[config.mk]
export PLATFORM = sky130hd
export DESIGN_NAME = lieat_axi_master
export DESIGN_NICKNAME = d
export VERILOG_FILES = /design/src/rtl/lieat_axi_master_pkg.sv /design/src/rtl/lieat_axi_master_dff.sv /design/src/rtl/lieat_axi_master.sv
export SDC_FILE = /design/constraint.sdc
export NUM_CORES = 1
export LEC_CHECK = 0
export ABC_AREA = 1
export BUFFER_PORTS_ARGS = -buffer_cell sky130_fd_sc_hd__buf_2
export CAP_MARGIN = 20
export CORE_AREA = 5 5 170 172
export CTS_CLUSTER_SIZE = 25
export DETAILED_ROUTE_END_ITERATION = 8
export DIE_AREA = 0 0 175 177
export PLACE_DENSITY_LB_ADDON = 0.15
export SLEW_MARGIN = 20
export SYNTH_ARGS = -nofsm -noshare
export SYNTH_HDL_FRONTEND = slang
export SYNTH_SLANG_ARGS = --single-unit
[constraint.sdc]
create_clock -name clock -period 1.5 [get_ports clock]
set_input_delay 0.225 -clock clock [delete_from_list [all_inputs] [get_ports clock]]
set_output_delay 0.225 -clock clock [all_outputs]
set_load 0.1 [all_outputs]
[src/rtl/lieat_axi_master_pkg.sv]
// -----------------------------------------------------------------------------
// lieat_axi_master_pkg
//   Shared definitions for the lieat AXI4 initiator bridge:
//     - bus widths (address, data, strobe, ID, burst length, size)
//     - AXI burst type and response codes
//     - bridge FSM state encoding
//     - helpers for the optional alignment / 4KB-crossing request check
//       (used only when LIEAT_AXI_MASTER_ALIGN_CHECK_EN is defined)
// -----------------------------------------------------------------------------
package lieat_axi_master_pkg;

  localparam int ADDR_W = 32;
  localparam int DATA_W = 64;
  localparam int STRB_W = DATA_W / 8;
  localparam int ID_W   = 4;
  localparam int LEN_W  = 8;
  localparam int SIZE_W = 3;

  localparam logic [ID_W-1:0] AXI_ID_DEFAULT = 4'd0;

  // AXI burst types
  localparam logic [1:0] BURST_FIXED = 2'b00;
  localparam logic [1:0] BURST_INCR  = 2'b01;
  localparam logic [1:0] BURST_WRAP  = 2'b10;

  // AXI response codes; bit 1 set means SLVERR/DECERR
  localparam logic [1:0] RESP_OKAY   = 2'b00;
  localparam logic [1:0] RESP_EXOKAY = 2'b01;
  localparam logic [1:0] RESP_SLVERR = 2'b10;
  localparam logic [1:0] RESP_DECERR = 2'b11;

  // IDLE must stay at encoding 0: the state flop resets to all-zeros.
  typedef enum logic [2:0] {
    ST_IDLE = 3'd0,
    ST_AR   = 3'd1,
    ST_R    = 3'd2,
    ST_AW_W = 3'd3,
    ST_B    = 3'd4,
    ST_ERR  = 3'd5
  } state_e;

  // True when addr has any bit set below the 2^size boundary.
  function automatic logic addr_misaligned(input logic [ADDR_W-1:0] addr,
                                           input logic [SIZE_W-1:0] size);
    logic [ADDR_W-1:0] mask;
    mask = (ADDR_W'(1) << size) - ADDR_W'(1);
    return |(addr & mask);
  endfunction

  // True when an INCR burst of (len+1) beats of 2^size bytes starting at addr
  // runs past the end of its 4KB page. 17 bits hold the worst case
  // (4095 + 256 * 128).
  function automatic logic crosses_4k(input logic [ADDR_W-1:0] addr,
                                      input logic [SIZE_W-1:0] size,
                                      input logic [LEN_W-1:0]  len);
    logic [16:0] span;
    logic [16:0] end_off;
    span    = (17'(len) + 17'd1) << size;
    end_off = 17'(addr[11:0]) + span;
    return end_off > 17'd4096;
  endfunction

endpackage

[src/rtl/lieat_axi_master_dff.sv]
// -----------------------------------------------------------------------------
// lieat_axi_master_dff
//   General W-bit D flip-flop with asynchronous active-low reset to zero.
//   Ports:
//     clock  in  1  rising-edge clock
//     rst_n  in  1  asynchronous active-low reset (q -> 0)
//     d      in  W  next value
//     q      out W  registered value
// -----------------------------------------------------------------------------
module lieat_axi_master_dff #(
  parameter int W = 1
) (
  input  logic         clock,
  input  logic         rst_n,
  input  logic [W-1:0] d,
  output logic [W-1:0] q
);

  always_ff @(posedge clock or negedge rst_n) begin
    if (!rst_n) begin
      q <= '0;
    end else begin
      q <= d;
    end
  end

endmodule

[src/rtl/lieat_axi_master.sv]
// -----------------------------------------------------------------------------
// lieat_axi_master
//   AXI4 initiator bridge. Converts the core's single-outstanding
//   request/response port into AXI4 transactions on io_master_*.
//   Reads may be INCR bursts (len+1 beats); writes are always single-beat.
//   Exactly one transaction is in flight at a time.
//
//   Optional build macro: LIEAT_AXI_MASTER_ALIGN_CHECK_EN
//     When defined, misaligned requests and read bursts crossing a 4KB page
//     are not issued; a single error response (err=1, last=1, rdata=0) is
//     returned instead.
//
//   Ports:
//     clock, reset              clock and asynchronous active-low reset
//     req_*                     request in (valid/ready, write, addr, size,
//                               len, wdata, wstrb)
//     rsp_*                     response out (valid/ready, rdata, last, err)
//     io_master_aw*/w*/b*       AXI4 write address/data/response channels
//     io_master_ar*/r*          AXI4 read address/data channels
// -----------------------------------------------------------------------------
module lieat_axi_master
  import lieat_axi_master_pkg::*;
#(
  parameter logic [ID_W-1:0] AXI_ID = AXI_ID_DEFAULT
) (
  input  logic              clock,
  input  logic              reset,

  input  logic              req_valid,
  output logic              req_ready,
  input  logic              req_write,
  input  logic [ADDR_W-1:0] req_addr,
  input  logic [SIZE_W-1:0] req_size,
  input  logic [LEN_W-1:0]  req_len,
  input  logic [DATA_W-1:0] req_wdata,
  input  logic [STRB_W-1:0] req_wstrb,

  output logic              rsp_valid,
  input  logic              rsp_ready,
  output logic [DATA_W-1:0] rsp_rdata,
  output logic              rsp_last,
  output logic              rsp_err,

  output logic              io_master_awvalid,
  input  logic              io_master_awready,
  output logic [ADDR_W-1:0] io_master_awaddr,
  output logic [ID_W-1:0]   io_master_awid,
  output logic [LEN_W-1:0]  io_master_awlen,
  output logic [SIZE_W-1:0] io_master_awsize,
  output logic [1:0]        io_master_awburst,

  output logic              io_master_wvalid,
  input  logic              io_master_wready,
  output logic [DATA_W-1:0] io_master_wdata,
  output logic [STRB_W-1:0] io_master_wstrb,
  output logic              io_master_wlast,

  input  logic              io_master_bvalid,
  output logic              io_master_bready,
  input  logic [1:0]        io_master_bresp,
  input  logic [ID_W-1:0]   io_master_bid,

  output logic              io_master_arvalid,
  input  logic              io_master_arready,
  output logic [ADDR_W-1:0] io_master_araddr,
  output logic [ID_W-1:0]   io_master_arid,
  output logic [LEN_W-1:0]  io_master_arlen,
  output logic [SIZE_W-1:0] io_master_arsize,
  output logic [1:0]        io_master_arburst,

  input  logic              io_master_rvalid,
  output logic              io_master_rready,
  input  logic [1:0]        io_master_rresp,
  input  logic [DATA_W-1:0] io_master_rdata,
  input  logic              io_master_rlast,
  input  logic [ID_W-1:0]   io_master_rid
);

  // ---------------------------------------------------------------------------
  // Registers
  // ---------------------------------------------------------------------------
  state_e            state_d;
  state_e            state_q;
  logic [2:0]        state_bits_q;
  logic [ADDR_W-1:0] addr_d,    addr_q;
  logic [SIZE_W-1:0] size_d,    size_q;
  logic [LEN_W-1:0]  len_d,     len_q;
  logic [DATA_W-1:0] wdata_d,   wdata_q;
  logic [STRB_W-1:0] wstrb_d,   wstrb_q;
  logic [LEN_W-1:0]  beat_d,    beat_q;
  logic              aw_done_d, aw_done_q;
  logic              w_done_d,  w_done_q;

  assign state_q = state_e'(state_bits_q);

  lieat_axi_master_dff #(.W(3)) u_state_q (
    .clock(clock), .rst_n(reset), .d(state_d), .q(state_bits_q));
  lieat_axi_master_dff #(.W(ADDR_W)) u_addr_q (
    .clock(clock), .rst_n(reset), .d(addr_d), .q(addr_q));
  lieat_axi_master_dff #(.W(SIZE_W)) u_size_q (
    .clock(clock), .rst_n(reset), .d(size_d), .q(size_q));
  lieat_axi_master_dff #(.W(LEN_W)) u_len_q (
    .clock(clock), .rst_n(reset), .d(len_d), .q(len_q));
  lieat_axi_master_dff #(.W(DATA_W)) u_wdata_q (
    .clock(clock), .rst_n(reset), .d(wdata_d), .q(wdata_q));
  lieat_axi_master_dff #(.W(STRB_W)) u_wstrb_q (
    .clock(clock), .rst_n(reset), .d(wstrb_d), .q(wstrb_q));
  lieat_axi_master_dff #(.W(LEN_W)) u_beat_q (
    .clock(clock), .rst_n(reset), .d(beat_d), .q(beat_q));
  lieat_axi_master_dff #(.W(1)) u_aw_done_q (
    .clock(clock), .rst_n(reset), .d(aw_done_d), .q(aw_done_q));
  lieat_axi_master_dff #(.W(1)) u_w_done_q (
    .clock(clock), .rst_n(reset), .d(w_done_d), .q(w_done_q));

  // ---------------------------------------------------------------------------
  // Request screening
  // ---------------------------------------------------------------------------
  logic req_bad;
`ifdef LIEAT_AXI_MASTER_ALIGN_CHECK_EN
  // Page crossing only matters for reads; writes are always one beat and an
  // aligned single beat cannot straddle a page.
  assign req_bad = addr_misaligned(req_addr, req_size) |
                   (!req_write && crosses_4k(req_addr, req_size, req_len));
`else
  assign req_bad = 1'b0;
`endif

  // The beat currently on R is the one the request asked to be last.
  logic beat_is_last;
  assign beat_is_last = (beat_q == len_q);

  // ---------------------------------------------------------------------------
  // Constant / latched channel payloads (stable while the state is held)
  // ---------------------------------------------------------------------------
  assign io_master_araddr  = addr_q;
  assign io_master_arid    = AXI_ID;
  assign io_master_arlen   = len_q;
  assign io_master_arsize  = size_q;
  assign io_master_arburst = BURST_INCR;

  assign io_master_awaddr  = addr_q;
  assign io_master_awid    = AXI_ID;
  assign io_master_awlen   = '0;
  assign io_master_awsize  = size_q;
  assign io_master_awburst = BURST_INCR;

  assign io_master_wdata   = wdata_q;
  assign io_master_wstrb   = wstrb_q;
  assign io_master_wlast   = 1'b1;

  // Only resp[1] distinguishes error from OK; EXOKAY is treated as OKAY.
  logic unused_resp_lsb;
  assign unused_resp_lsb = io_master_rresp[0] ^ io_master_bresp[0];

  // ---------------------------------------------------------------------------
  // Next-state and outputs
  // ---------------------------------------------------------------------------
  always_comb begin
    state_d   = state_q;
    addr_d    = addr_q;
    size_d    = size_q;
    len_d     = len_q;
    wdata_d   = wdata_q;
    wstrb_d   = wstrb_q;
    beat_d    = beat_q;
    aw_done_d = aw_done_q;
    w_done_d  = w_done_q;

    req_ready         = 1'b0;
    rsp_valid         = 1'b0;
    rsp_rdata         = '0;
    rsp_last          = 1'b0;
    rsp_err           = 1'b0;
    io_master_arvalid = 1'b0;
    io_master_rready  = 1'b0;
    io_master_awvalid = 1'b0;
    io_master_wvalid  = 1'b0;
    io_master_bready  = 1'b0;

    case (state_q)
      ST_IDLE: begin
        req_ready = 1'b1;
        if (req_valid) begin
          addr_d    = req_addr;
          size_d    = req_size;
          len_d     = req_len;
          wdata_d   = req_wdata;
          wstrb_d   = req_wstrb;
          beat_d    = '0;
          aw_done_d = 1'b0;
          w_done_d  = 1'b0;
          if (req_bad) begin
            state_d = ST_ERR;
          end else if (req_write) begin
            state_d = ST_AW_W;
          end else begin
            state_d = ST_AR;
          end
        end
      end

      ST_AR: begin
        io_master_arvalid = 1'b1;
        if (io_master_arready) begin
          beat_d  = '0;
          state_d = ST_R;
        end
      end

      ST_R: begin
        // Consumer backpressure goes straight onto R; nothing is buffered.
        io_master_rready = rsp_ready;
        rsp_valid        = io_master_rvalid;
        rsp_rdata        = io_master_rdata;
        rsp_last         = beat_is_last;
        rsp_err          = io_master_rresp[1] |
                           (io_master_rid != AXI_ID) |
                           (io_master_rlast != beat_is_last);
        if (io_master_rvalid && rsp_ready) begin
          beat_d = beat_q + LEN_W'(1);
          // Leave on whichever end marker comes first; a disagreement is
          // already flagged through rsp_err on this beat.
          if (io_master_rlast || beat_is_last) begin
            state_d = ST_IDLE;
          end
        end
      end

      ST_AW_W: begin
        io_master_awvalid = !aw_done_q;
        io_master_wvalid  = !w_done_q;
        aw_done_d = aw_done_q | io_master_awready;
        w_done_d  = w_done_q  | io_master_wready;
        if (aw_done_d && w_done_d) begin
          state_d = ST_B;
        end
      end

      ST_B: begin
        io_master_bready = rsp_ready;
        rsp_valid        = io_master_bvalid;
        rsp_last         = 1'b1;
        rsp_err          = io_master_bresp[1] | (io_master_bid != AXI_ID);
        if (io_master_bvalid && rsp_ready) begin
          state_d = ST_IDLE;
        end
      end

      ST_ERR: begin
        rsp_valid = 1'b1;
        rsp_last  = 1'b1;
        rsp_err   = 1'b1;
        if (rsp_ready) begin
          state_d = ST_IDLE;
        end
      end

      default: begin
        state_d = ST_IDLE;
      end
    endcase
  end

endmodule

==> results.yml, run 1 <==
timing:
  fin_crit_sh: 1.52
  period_minus_slack_ps: 2290
  setup_violations: 194
  worst_pin_slew_ps: 518
  slew_headroom: 0.657
  report.final.slew_viol_count: 0
  max_freq_mhz: 438
  setup_ws_ps: -786
  hold_viol: 0
  skew_ps: 13.7
  rsz0062_at_grt: "yes"
logic_synthesis:
  yosysSeqAreaShare: 0.509
  synth-seq-cells: 128
  synth_cell_type_count: 23
  syn-instance-count: 839
  yosys_warnings: 0
  syn_avg_cell_area_um2: 7.50
  synth_area_mm2: 0.00629
critical_path:
  max_stage_delay_ps: 480
  path_common_cell: "nand2_1"
  crit_slowest_cell: "dfrtp_4"
  worstSetupEndpointType: "output port"
  worstPathCellList: "xnor2_2, nand2_1, nor2_1, nand2_1, ha_4, o31ai_4, nand3_4, buf_12"
  crit_required_ps: 1270
  crit_type: "flop to output port"
  critPathMaxFanout: 2
  start_kind: "flop"
  crit_arrival_ps: 2060
die:
  coreArea_mm2: 0.0273
  dieWidth_um: 175
  die_area_mm2: 0.0310
  die_h_um: 177
  ios: 446
  rows: 61
  start_util: 0.230
run:
  cap_violations: 0
clocking:
  clkTransAtPathRegs_ps: 60
  clockBufferDepth: 2
  cts.sinks: 128
  root_buffer: "clkbuf_16"
  cts_tree: "done"
  h-tree-depth: 4
  cts_inserted_buffers: 17
  clock_latency_ps: 410
global_route:
  grtUsageMet3: 0.0526
  grt_pass1_wl_mm: 41.7
  grt_max_degree: 37
  overflow: 0
  grt_usage: 0.174
  grt_pass1_vias: 7239
  grtUsageMet1: 0.197
  busiest_layer: "met2"
  gr-usage-met2: 0.321
  antenna_found_initial: 6
hold_path:
  hold_class: "primary input to flop"
layout:
  layout_common_cells: "264 x buf_2, 200 x nand2_1, 115 x nand2_2"
  syn2layout_area_growth_pct: 126
  num-fill-cells: 2471
  multi_input_area_mm2: 0.00370
  drive_gt1_frac: 0.648
  final_util: 0.521
  nets: 1586
  final_common_cell: "buf_2"
  seq_area_mm2: 0.00328
routing:
  drtIter0Drc: 227
  num_vias: 7181
  ant_nets: 0
  post_drt_wl_per_cell_um: 16.7
  drt_wl_total_mm: 29.2
  drc: 0
  dr.pass1.iters: 4
  via_per_inst: 4.12
run_status:
  violations: "setup timing"
  status: "complete, but fails checks"
placed_design:
  hpwl_mm: 19.6
  io_buffers: 422
  routabilityCongestion: 0.794
[layout make-up]
class | instances | share of cell area
tap | 346 | 0.0304
clock buffer | 18 | 0.0308
inverter | 95 | 0.0276
antenna | 2 | 0.000351
clock inverter | 14 | 0.0104
sequential | 128 | 0.230
multi-input combinational | 546 | 0.260
timing repair buffer | 594 | 0.410
[path summary, 6_finish.rpt]
path,startpoint,end,slack [ps],cells past startpoint
max,u_len_q.q[5],rsp_err,-790,8
min,req_wdata[60],u_wdata_q.q[60],20,3
max reg2reg,u_state_q.q[1],u_addr_q.q[19],-320,11
min reg2reg,u_wdata_q.q[58],u_wdata_q.q[58],480,2
max in group asynchronous,reset,u_len_q.q[7],680,3
min in group asynchronous,reset,u_wdata_q.q[52],260,2
[cells in the mapped netlist]
cell type	number	area, um^2
nor2_1	89	334
inv_2	2	7.51
conb_1	2	7.51
ha_1	2	25.0
or2_2	1	6.26
a21oi_1	1	5.00
dfrtp_1	128	3200
o21bai_1	2	15.0
nand3_1	18	90.1
nor2_4	2	22.5
buf_4	75	563
nor3_1	2	10.0
o21ai_0	16	80.1
buf_2	9	45.0
nand2_1	381	1430
xnor2_1	2	17.5
nand2_2	1	6.26
clkbuf_1	5	18.8
buf_6	1	11.3
nand4_1	5	31.3
o31ai_1	1	7.51
inv_1	93	349
o211ai_1	1	7.51
[registers in the layout (all words and copies together) (netlist names)]
| register | cells |
|---|---|
| u_state_q.q | 3 |
| u_size_q.q | 3 |
| u_aw_done_q.q | 1 |
| u_addr_q.q | 32 |
| u_wstrb_q.q | 8 |
| u_len_q.q | 8 |
| u_w_done_q.q | 1 |
| u_wdata_q.q | 64 |
| u_beat_q.q | 8 |
[logic make-up after synthesis]
kind of cell,count (synthesis),share of synthesized area
xor gates and xnor gates,2,0.00278
buffers and inverters,185,0.158
adders and majority gates,2,0.00398
DFF,128,0.509
other,2,0.00119
AOI/OAI and AO/OA,21,0.0183
and+or+nand+nor,499,0.307
[repair_timing]
item / CTS / global route
resized for setup: 134 / 334
buffers inserted: 30 / 10
cloned: 20 / 12
setup endpoints to repair: 115 / 231
hold buffers: 60 / 2
hold endpoints to repair: 87 / 2
pin swaps: 14 / 56
[critical path: cells and delay by family, from the launching register on]
family	cells	cell delay, ps
and+or+nand+nor	4	430
DFF	1	480
AOI/OAI and AO/OA	1	200
buffers and inverters	1	180
xor gates and xnor gates	1	120
adders and majority gates	1	230
[metrics by stage]
stage | setup WS [ps] | hold slack, ps | cells | TNS (ps) | area (um^2)
2_1_floorplan | -559 | -70.6 | 858 | -13670 | 7170
3_3_place_gp | -440 | 150 | 1586 | -2230 | 10600
3_5_place_dp | -459 | 150 | 1586 | -2790 | 10600
4_1_cts | -886 | 0.245 | 1726 | -60020 | 13000
5_1_grt | -899 | 6.28 | 1743 | -71750 | 14200
6_report | -786 | 20.8 | 1743 | -58450 | 14200
[metal layers]
metal,share of wire,vias to the layer above
met4,0.016,6
met2,0.55,292
met3,0.075,39
met1,0.36,3336
met5,0.0019,-
li1,-,3508
Power of run 1 is not shown: default switching activity piles up to over one toggle a cycle in this logic, so the estimate is an artifact.
==> run 2, diff against run 1 <==
--- a/config.mk
+++ b/config.mk
@@ -9,6 +9,7 @@
 export BUFFER_PORTS_ARGS = -buffer_cell sky130_fd_sc_hd__buf_2
 export CAP_MARGIN = 20
 export CORE_AREA = 5 5 170 172
+export CTS_BUF_LIST = sky130_fd_sc_hd__clkbuf_4 sky130_fd_sc_hd__clkbuf_8 sky130_fd_sc_hd__clkbuf_16
 export CTS_CLUSTER_SIZE = 25
 export DETAILED_ROUTE_END_ITERATION = 8
 export DIE_AREA = 0 0 175 177
@@ -16,4 +17,5 @@
 export SLEW_MARGIN = 20
 export SYNTH_ARGS = -nofsm -noshare
 export SYNTH_HDL_FRONTEND = slang
+export SYNTH_HIERARCHICAL = 1
 export SYNTH_SLANG_ARGS = --single-unit
==> run 2 against run 1 <==
Against the previous run: the flow still finishes with violations (setup timing); die area unchanged; register-to-register slack got worse by 150 ps; cell area rose by 5.1%; critical endpoint is now rsp_last; clock skew grew 3.0 ps; critical path type unchanged; hold slack got worse by 4.3 ps; flip-flop and latch count is the same; first-iteration DRC count rose by 1.8%.
==> results.yml, run 2 <==
global_route:
  grt_pass1_vias: 8031
  grt_pass1_wl_mm: 46.1
  grt_max_degree: 40
  antenna_found_initial: 2
  grt_usage: 0.193
  overflow: 0
layout:
  largestRegisters: "u_wdata_q/q x64, u_addr_q/q x32"
  nets: 1643
  top_register: "u_wdata_q/q"
  layout_common_cells: "285 x buf_2, 171 x nand2_1, 153 x nand2_2"
  drive_gt1_frac: 0.672
  final_common_cell: "buf_2"
  largest_reg_flops: 64
  num_antenna_cells: 0
  syn2layout_area_growth_pct: 136
  num-fill-cells: 2405
  final_util: 0.548
timing:
  rsz0062_at_grt: "yes"
  setup_violations: 196
  worst_pin_slew_ps: 511
  skew_ps: 16.7
  period_minus_slack_ps: 2350
  fin_crit_sh: 1.56
  report.final.slew_viol_count: 0
  slew_headroom: 0.662
  max_freq_mhz: 426
  hold_viol: 0
  setup_ws_ps: -846
logic_synthesis:
  synth_fa_ha_area_frac: 0.00394
  synth_top_cell_by_area: "dfrtp_1"
  yosys_warnings: 6
  synth_most_common_cell: "nand2_1"
  synth_edf_count: 0
  synth_flop_cell: "dfrtp_1"
  syn_avg_cell_area_um2: 7.50
  synth_top_family_by_area: "simple AND/OR/NAND/NOR gates"
  synth_compound_area_frac: 0.0207
  synthTopCellsByCount: "388 x nand2_1, 128 x dfrtp_1, 92 x inv_1"
  synth_area_mm2: 0.00635
  synth_xor_area_frac: 0.00552
  synthSimpleGateAreaFrac: 0.306
  syn-instance-count: 847
  synth_mux_area_frac: 0
  async_flop_share: 1.00
  synth_cell_type_count: 24
  yosysSeqAreaShare: 0.504
  synth-seq-cells: 128
  synth_top_area_frac: 0.504
  ys_top_cells_by_area: "dfrtp_1 50%, nand2_1 23%, buf_4 6.9%, inv_1 5.4%, nor2_1 5.3%"
die:
  coreArea_mm2: 0.0273
  start_util: 0.232
  rows: 61
  die_h_um: 177
  ios: 446
  die_area_mm2: 0.0310
  dieWidth_um: 175
placed_design:
  routabilityCongestion: 0.802
  hpwl_mm: 20.1
  io_buffers: 422
clocking:
  clockBufferDepth: 2
  cts.sinks: 128
  cts_inserted_buffers: 17
  cts_tree: "done"
  h-tree-depth: 4
  clock_latency_ps: 420
  clkTransAtPathRegs_ps: 60
  root_buffer: "clkbuf_16"
routing:
  drc: 0
  post_drt_wl_per_cell_um: 17.5
  drt_wl_total_mm: 31.4
  via_per_inst: 4.21
  drtIter0Drc: 231
  num_vias: 7571
  dr.pass1.iters: 5
  ant_nets: 0
critical_path:
  r2r_slack_ps: -470
  start_kind: "flop"
  crit_type: "flop to output port"
  ff2ff_path_depth: 13
  r2r_start: "u_state_q/q[0]"
  worstSetupEndpointType: "output port"
  critPathMaxFanout: 3
  crit_required_ps: 1270
  crit_arrival_ps: 2120
  r2r_end: "u_wdata_q/q[30]"
hold_path:
  worstHoldStart: "req_wdata[20]"
  hold_class: "primary input to flop"
  hold_depth: 3
  min_to: "u_wdata_q/q[20]"
run_status:
  violations: "setup timing"
  status: "complete, but fails checks"
run:
  cap_violations: 0
==> run 2: cell count changes in the layout (fill, tap and decap cells not counted), sizes merged, moves of 6 or more <==
cell,previous run,this run
clkbuf,102,73
buf,448,509
dlygate4sd3,62,77
nand3,18,12
nand2,383,390
a21oi,1,7
==> run 2: timing repair <==
action	in CTS	in global routing
gates resized for setup	229	299
gates cloned	38	7
setup buffers	56	17
pin swaps	57	79
endpoints found under the hold margin	108	0
setup endpoints to repair	142	221
hold buffers	77	0
==> run 2: final cells by class <==
| type | count | area, um^2 | share of cell area |
|---|---|---|---|
| Timing Repair Buffer | 642 | 6450 | 0.431 |
| Clock buffer | 17 | 425 | 0.0284 |
| Tap cell | 346 | 433 | 0.0289 |
| Inverter | 94 | 375 | 0.0251 |
| Clock inverter | 14 | 158 | 0.0105 |
| Multi-Input combinational cell | 555 | 3820 | 0.255 |
| Timing Repair inverter | 1 | 16.3 | 0.00109 |
| Sequential cell | 128 | 3280 | 0.219 |
==> run 2: metrics by stage <==
stage	worst slack (ps)	setup TNS (ps)	hold slack, ps	cell area (um^2)	instances
after floorplan	-534	-48660	-70.6	7270	866
after global placement	-477	-2760	176	10700	1600
after detailed placement	-500	-3220	181	10700	1600
after CTS	-907	-78730	0.281	14200	1799
after global routing	-950	-93770	7.66	15000	1797
final	-846	-81440	16.6	15000	1797
==> run 2: worst max-delay path: stages, from the launching register on <==
cell and delay, ps:
dfrtp_4 480, inv_2 60, nand2_1 50, nand2_1 50, nand2_1 70, nor2_2 140
buf_4 120, buf_4 90, buf_4 90, buf_4 90, buf_4 90, nand3_1 110
nand2_4 90, buf_12 170
==> run 2: worst max path at each step <==
stage                       startpoint       end  depth (start not counted)
after floorplan           u_len_q/q[7]   rsp_err                          9
after CTS                 u_len_q/q[5]   rsp_err                         12
after global placement    u_len_q/q[7]   rsp_err                         10
final                     u_len_q/q[5]  rsp_last                         13
after global routing      u_len_q/q[0]  rsp_last                         13
after detailed placement  u_len_q/q[1]   rsp_err                         12
==> run 2: cell families after synthesis <==
group | count (synthesis)
AO/OA/AOI/OAI | 25
XOR/XNOR | 4
adder cells (fa/ha/maj) | 2
buffers and inverters | 184
flip-flops | 128
other | 2
AND/OR/NAND/NOR | 502
==> run 2: routing by layer <==
layer,part of all wire,routed length [um],global-route usage,vias to the layer above
met2,0.53,16700,0.353,318
met3,0.076,2400,0.0562,41
met5,0.00086,27,0,-
met4,0.020,619,0.0599,4
met1,0.37,11600,0.216,3589
li1,-,-,-,3619
Power of run 2 is left out for the same reason.
==> run 3, diff against run 2 <==
==> constraint.sdc (replaced) <==
create_clock -name clock -period 2.6 [get_ports clock]
set_input_delay 0.39 -clock clock [delete_from_list [all_inputs] [get_ports clock]]
set_output_delay 0.39 -clock clock [all_outputs]
set_load 0.1 [all_outputs]
==> run 3 against run 2 <==
Against the previous run: the run now ends clean; sequential share of layout area up 11 points; non-clock buffer count fell by 205; clock skew decreased by 4.3 ps; core utilization down 20 points; final cell count is 11% lower; wire length decreased by 23%; setup slack gained 940 ps; register-to-register slack improved by 1300 ps; die area is the same; critical path type unchanged.
==> results.yml, run 3 (synthesis gave the netlist of run 2 again) <==
die:
  die_h_um: 177
  die_area_mm2: 0.0310
  coreArea_mm2: 0.0273
  ios: 446
  rows: 61
  dieWidth_um: 175
  start_util: 0.232
routing:
  drc: 0
  num_vias: 6320
  ant_nets: 0
  via_per_inst: 3.97
  post_drt_wl_per_cell_um: 15.2
  dr.pass1.iters: 4
  drt_wl_total_mm: 24.2
  drtIter0Drc: 236
layout:
  num_antenna_cells: 0
  final_common_cell: "nand2_1"
  top_register: "u_wdata_q/q"
  layout_common_cells: "385 x nand2_1, 379 x buf_2, 122 x dfrtp_1"
  final_util: 0.352
  largest_reg_flops: 64
  postLayoutCellArea_mm2: 0.00962
  largestRegisters: "u_wdata_q/q x64, u_addr_q/q x32"
  syn2layout_area_growth_pct: 51.5
  nets: 1437
  drive_gt1_frac: 0.396
global_route:
  grt_pass1_vias: 6377
  grt_max_degree: 86
  antenna_found_initial: 9
  grt_usage: 0.146
  grt_pass1_wl_mm: 35.3
  overflow: 0
timing:
  max_freq_mhz: 400
  fin_crit_sh: 0.962
  setup_violations: 0
  worst_pin_slew_ps: 562
  tns_ps: 0
  period_minus_slack_ps: 2500
  skew_ps: 12.4
  rsz0062_at_grt: "yes"
  slew_headroom: 0.625
  hold_viol: 0
  report.final.slew_viol_count: 0
placed_design:
  routabilityCongestion: 0.791
  io_buffers: 422
  placed_cell_area_mm2: 0.00891
  hpwl_mm: 18.6
critical_path:
  worstSetupEndpointType: "output port"
  critPathMaxFanout: 6
  start_kind: "flop"
  crit_required_ps: 2210
  crit_arrival_ps: 2110
  crit_type: "flop to output port"
clocking:
  clockBufferDepth: 2
  cts.sinks: 128
  h-tree-depth: 4
  root_buffer: "clkbuf_16"
  clock_latency_ps: 420
  clkTransAtPathRegs_ps: 70
  cts_inserted_buffers: 17
  cts_tree: "done"
hold_path:
  hold_class: "primary input to flop"
run_status:
  status: "finished, final reports clean"
run:
  cap_violations: 0
run 3: changes by cell type in the layout (fill, tap and decap cells not counted), sizes merged:
cell / previous run / this run
buf: 509 / 428
inv: 99 / 100
clkbuf: 73 / 26
dlygate4sd3: 77 / 1
clkinv: 6 / 4
run 3: path summary, 6_finish.rpt:
kind,from,endpoint,slack (ps),cells after the start
hold / removal,req_wdata[4],u_wdata_q/q[4],160,3
max in group asynchronous,reset,u_beat_q/q[5],1420,3
hold reg to reg,u_wdata_q/q[7],u_wdata_q/q[7],470,2
min in group asynchronous,reset,u_addr_q/q[8],520,2
setup / recovery,u_beat_q/q[3],rsp_err,100,10
setup reg to reg,u_state_q/q[0],u_wstrb_q/q[6],810,8
run 3: layout make-up:
type	instances	area, um^2
fillers	2957	17700
clock inverters	14	173
clock buffers	18	433
flip-flops and latches	128	3210
multi-input cells	555	2270
well taps	346	433
inverters	94	354
repair buffers	437	2750
run 3: timing repair:
item / 4_1_cts / 5_1_grt
hold endpoints to repair: 50 / 0
setup buffers: 1 / 2
gates resized for setup: 7 / 20
endpoints found under the setup margin: 38 / 37
cloned: 0 / 1
hold buffers: 1 / 0
pin swaps: 1 / 3
run 3: critical path, cell delays in order, from the launching register on:
cell and delay [ps]:
dfrtp_1 450, xnor2_1 180, nand2_1 90, nor2_2 100, nand2_1 70, ha_1 280
nor2_1 90, nand3_1 80, nand2_1 70, nand3_2 100, buf_12 200
run 3: metrics by stage:
step                cells  hold WS [ps]  setup slack (ps)
floorplan             866          94.4             -67.1
detailed placement   1555           413               263
global route         1592           143             -84.2
finish               1592           162              98.4
global placement     1555           406               293
CTS                  1589           137            0.0764
run 3: per-layer routing:
| metal | vias to the layer above | global-route usage | wire (um) |
|---|---|---|---|
| met5 | - | 0 | 122 |
| met1 | 2806 | 0.157 | 9100 |
| li1 | 3194 | - | - |
| met4 | 18 | 0.0265 | 169 |
| met2 | 278 | 0.263 | 12300 |
| met3 | 24 | 0.0724 | 2600 |
Power of run 3 is left out for the same reason.
